`config.mk`:
```
export PLATFORM = sky130hd
export DESIGN_NAME = suma_serial_nbit
export DESIGN_NICKNAME = d
export VERILOG_FILES = /design/src/rtl/suma_pkg.sv /design/src/rtl/suma_1bit.sv /design/src/rtl/suma_serial_nbit.sv
export SDC_FILE = /design/constraint.sdc
export NUM_CORES = 1
export LEC_CHECK = 0
export ABC_AREA = 1
export CORE_UTILIZATION = 49
export CTS_CLUSTER_DIAMETER = 100
export DETAILED_ROUTE_END_ITERATION = 7
export PLACE_DENSITY = 0.86
export SKIP_LAST_GASP = 1
export SYNTH_ARGS = -nofsm -noshare
export SYNTH_HDL_FRONTEND = slang
export SYNTH_SLANG_ARGS = --single-unit
```
`constraint.sdc`:
```
create_clock -name clk -period 1.3 [get_ports clk]
set_input_delay 0.26 -clock clk [delete_from_list [all_inputs] [get_ports clk]]
set_output_delay 0.26 -clock clk [all_outputs]
set_load 0.02 [all_outputs]
```
`src/rtl/suma_pkg.sv`:
```
// Shared definitions for the serial adder family: FSM state encoding and
// the default operand width.
package suma_pkg;

  // Controller states of the bit-serial adder
  typedef enum logic [1:0] {
    ST_IDLE = 2'd0,
    ST_RUN  = 2'd1,
    ST_DONE = 2'd2
  } suma_state_t;

  // Default operand width in bits
  localparam int SUMA_N = 4;

endpackage

```
`src/rtl/suma_1bit.sv`:
```
// 1-bit full adder: So = A xor B xor Ci, Co = majority(A, B, Ci).
module suma_1bit (
  input  logic A,
  input  logic B,
  input  logic Ci,
  output logic Co,
  output logic So
);

  // Purely combinational sum and carry of three input bits
  always_comb begin
    So = A ^ B ^ Ci;
    Co = (A & B) | (Ci & (A ^ B));
  end

endmodule

```
`src/rtl/suma_serial_nbit.sv`:
```
// Bit-serial N-bit adder. Operands are captured on a start pulse, then one
// bit per clock (LSB first) goes through a single full adder whose carry is
// kept in a flip-flop. The complete sum and carry-out appear together with a
// one-cycle done pulse; S/Co never show partial results.
module suma_serial_nbit
  import suma_pkg::*;
#(
  parameter int N = SUMA_N
) (
  input  logic         clk,
  input  logic         rst_n,
  input  logic         start,
  input  logic [N-1:0] A,
  input  logic [N-1:0] B,
  input  logic         Ci,
  output logic         busy,
  output logic         done,
  output logic [N-1:0] S,
  output logic         Co
);

  // Counter is at least one bit wide so N=1 still has a valid "last bit" value
  localparam int CW = (N > 1) ? $clog2(N) : 1;
  localparam logic [CW-1:0] CNT_LAST = CW'(N - 1);

  suma_state_t   r_state;
  suma_state_t   w_stateNext;
  logic          w_accept;
  logic          w_lastBit;

  logic [N-1:0]  r_aSh;
  logic [N-1:0]  r_bSh;
  logic [N-1:0]  r_sSh;
  logic          r_carry;
  logic [CW-1:0] r_cnt;
  logic [N-1:0]  r_s;
  logic          r_co;

  logic          w_so;
  logic          w_co;
  logic [N-1:0]  w_sShNext;

  // The single full adder works on the current LSBs and the stored carry
  suma_1bit u_suma_1bit (
    .A  (r_aSh[0]),
    .B  (r_bSh[0]),
    .Ci (r_carry),
    .Co (w_co),
    .So (w_so)
  );

  // New sum bit enters at the MSB; after N shifts the LSB of the result sits at bit 0
  assign w_sShNext = N'({w_so, r_sSh} >> 1);
  assign w_lastBit = (r_state == ST_RUN) && (r_cnt == CNT_LAST);

  // State register
  always_ff @(posedge clk or negedge rst_n) begin
    if (!rst_n) begin
      r_state <= ST_IDLE;
    end else begin
      r_state <= w_stateNext;
    end
  end

  // Next-state logic; a new operation is accepted from IDLE or straight out of DONE
  always_comb begin
    w_stateNext = r_state;
    w_accept    = 1'b0;
    case (r_state)
      ST_IDLE: begin
        if (start) begin
          w_accept    = 1'b1;
          w_stateNext = ST_RUN;
        end
      end
      ST_RUN: begin
        if (r_cnt == CNT_LAST) begin
          w_stateNext = ST_DONE;
        end
      end
      ST_DONE: begin
        if (start) begin
          w_accept    = 1'b1;
          w_stateNext = ST_RUN;
        end else begin
          w_stateNext = ST_IDLE;
        end
      end
      default: begin
        w_stateNext = ST_IDLE;
      end
    endcase
  end

  // Datapath: capture operands on accept, shift one bit per RUN edge, publish on the last bit
  always_ff @(posedge clk or negedge rst_n) begin
    if (!rst_n) begin
      r_aSh   <= '0;
      r_bSh   <= '0;
      r_sSh   <= '0;
      r_carry <= 1'b0;
      r_cnt   <= '0;
      r_s     <= '0;
      r_co    <= 1'b0;
    end else if (w_accept) begin
      r_aSh   <= A;
      r_bSh   <= B;
      r_sSh   <= '0;
      r_carry <= Ci;
      r_cnt   <= '0;
    end else if (r_state == ST_RUN) begin
      r_aSh   <= r_aSh >> 1;
      r_bSh   <= r_bSh >> 1;
      r_sSh   <= w_sShNext;
      r_carry <= w_co;
      r_cnt   <= r_cnt + CW'(1);
      if (w_lastBit) begin
        r_s  <= w_sShNext;
        r_co <= w_co;
      end
    end
  end

  assign busy = (r_state == ST_RUN);
  assign done = (r_state == ST_DONE);
  assign S    = r_s;
  assign Co   = r_co;

endmodule

```
==> impl_metrics.csv <==
group,metric,value,unit
route,first_pass_iters,4,
layout,design_area,1230,µm²
timing,rsz0062_at_grt,"true",
grt,antenna_found_initial,0,
layout,n_antenna_cell,0,
timing,hold_viol,0,
timing,worstMarginPinSlew,265,ps
clocking,clk-insertion-delay-late,300,ps
die,die-area,2080,µm²
route,routed_wl,1810,µm
layout,final_cells,155,
critical_path,arrival,1030,ps
logic_synthesis,synth_cell_type_count,14,
route,vias_per_cell,5.09,
timing,finClkSkew,3.62,ps
route,wl_per_cell,11.7,µm
timing,fin_crit,1290,ps
power_and_ir_drop,peakVddDrop,1.22,mV
place,portBuffers,18,
clocking,clk_path_buf_depth,2,
timing,fin_tns_setup,0,ps
critical_path,start_kind,"flop",
power_and_ir_drop,leakagePower,0.614,nW
layout,syn2layout_area_growth,31.7,%
clocking,htree_levels,1,
grt,grt_max_degree,22,
timing,fin_crit_sh,0.990,
clocking,cts.sinks,21,
critical_path,path_cells,"inv_2, nor2_4, buf_6",
clocking,cts_tree,"yes",
power_and_ir_drop,combinationalPowerShare,0.495,
route,drc,0,
timing,timing.hold.ws,286,ps
logic_synthesis,ys_ff_latch,21,
timing,maxSlewHeadroom,0.823,
flow_run,maxCapViolCount,0,
layout,final_nets,145,
die,std_cell_rows,15,
grt,grt_pass1_wl,2880,µm
die,initial_core_util,0.533,
logic_synthesis,netlist_instances,101,
timing,drv_slew,0,
die,fp.dieW,45.6,µm
critical_path,cp.required,1040,ps
logic_synthesis,ys_warn_count,0,
route,drtIter0Drc,15,
grt,grt_overflow,0,
route,via_count,789,
grt,grt_usage,0.197,
logic_synthesis,ys_seq_area_frac,0.565,
clocking,path_clk_slew,120,ps
place,gp_congestion,0.808,
grt,grt_pass1_vias,708,
outcome,run_status,"complete, no violations",
power_and_ir_drop,p_sw_frac,0.415,
timing,timing.fmax,0.777,GHz
critical_path,slowest_delay,420,ps
worst_hold_path,hold_class,"input port to asynchronous set/reset pin",
power_and_ir_drop,p_int,1.67,mW
power_and_ir_drop,seq_power_share,0.397,
place,place_area,1170,µm²
place,dp_hpwl,1310,µm
die,core_area,1750,µm²
critical_path,slowest_stage,"dfrtp_2",
clocking,numCtsBuffers,3,
logic_synthesis,syn_avg_cell_area,9.22,µm²
die,io_pins,19,
power_and_ir_drop,powerDensity,2330,nW/µm²
die,dieHeight,45.6,µm
layout,drive_above_1_share,0.192,
route,drtAntennaViolNets,0,
logic_synthesis,synth.net_count,115,
place,dp.cells,149,
critical_path,criticalPathCategory,"flop to primary output",
power_and_ir_drop,p_sw,1.19,mW
clocking,clock-root-buffer,"clkbuf_4",
logic_synthesis,netlist_area,931,µm²
critical_path,cp_max_fo,3,
critical_path,end_kind,"primary output",
power_and_ir_drop,p_clk_frac,0.108,
timing,setup_viol,0,
## timing repair
item                       CTS  global route
hold buffers                 0             0
cloned                       0             0
pin swaps                    0             1
resized for setup           10            16
setup endpoints to repair    7             7
buffers inserted             1             1
## worst max-delay path: cells and delay by family (launching register included)
kind / cells / cell delay (ps)
simple gates: 1 / 110
buf+inv: 2 / 190
flops: 1 / 420
## kinds of logic (layout without fill, tap and decap cells)
| logic type | Yosys count | after routing | share of synthesized area |
|---|---|---|---|
| AOI/OAI and AO/OA | 2 | 2 | 0.0108 |
| adders and majority gates | 2 | 2 | 0.0349 |
| buffers and inverters | 7 | 36 | 0.0484 |
| DFF | 21 | 21 | 0.565 |
| and+or+nand+nor | 69 | 69 | 0.341 |
## cell usage in the layout (no fill, tap or decap)
master and n:
nand3_1 21, nor2_4 3, o21ai_0 2, fa_1 1, inv_2 2, nand2_1 42
nor2_2 1, clkdlybuf4s50_1 11, dfrtp_2 1, clkdlybuf4s15_1 5, dfrtp_1 20, inv_1 2
clkinv_2 1, nand2_4 2, ha_1 1, buf_4 10, buf_6 2, clkbuf_4 3
## final cells by class
type	count	area, µm²
multi-input combinational	73	368
clock inverter	1	5.00
clock buffer	3	22.5
inverter	4	15.0
tap	25	31.3
timing repair buffer	28	258
sequential	21	527
fill	146	519
## power by group through the flow
stage / sequential, mW / clock, mW / combinational [mW]
floorplan: 1.20 / 0 / 0.826
global placement: 1.12 / 0 / 1.33
detailed placement: 1.14 / 0 / 1.38
CTS: 1.12 / 0.318 / 1.34
global route: 1.17 / 0.339 / 1.55
finish: 1.14 / 0.310 / 1.41
## synthesized netlist by cell type
cell     count  area (µm²)
buf_4        1        7.51
buf_6        2        22.5
dfrtp_1     21         526
fa_1         1        20.0
ha_1         1        12.5
inv_1        3        11.3
inv_2        1        3.75
nand2_1     42         158
nand2_4      2        22.5
nand3_1     21         105
nor2_1       1        3.75
nor2_2       1        6.26
nor2_4       2        22.5
o21ai_0      2        10.0
## flip-flops by register name, summed over array words and instances, names as in the netlist
register	cells
r_aSh	4
r_sSh	3
r_cnt	2
S	4
r_bSh	4
Co	1
r_state	2
r_carry	1
## metal layers
layer	share of wire	GRT usage	vias to the layer above
met3	0.044	0.0238	6
met4	0.026	0.103	0
met1	0.44	0.253	373
met5	0	0	-
li1	-	-	383
met2	0.49	0.323	27
## metrics by stage
stage	power (mW)	utilization	worst slack [ps]
finish	2.86	0.703	12.7
global route	3.06	0.703	-30.8
global placement	2.45	0.672	-94.4
CTS	2.78	0.685	-201
floorplan	2.02	-	207
detailed placement	2.51	0.672	-129
## worst paths after layout
kind                       slack [ps]  startpoint  cells after the start          to
max                                10  r_state[0]                      3        busy
min                               290       rst_n                      2    r_bSh[2]
max reg2reg                        60     r_carry                      3    r_sSh[3]
min reg2reg                       490        S[0]                      2        S[0]
max in group asynchronous         790       rst_n                      2  r_state[0]
min in group clk                  480        A[3]                      3    r_aSh[3]
(Power assumes the default switching activity.)
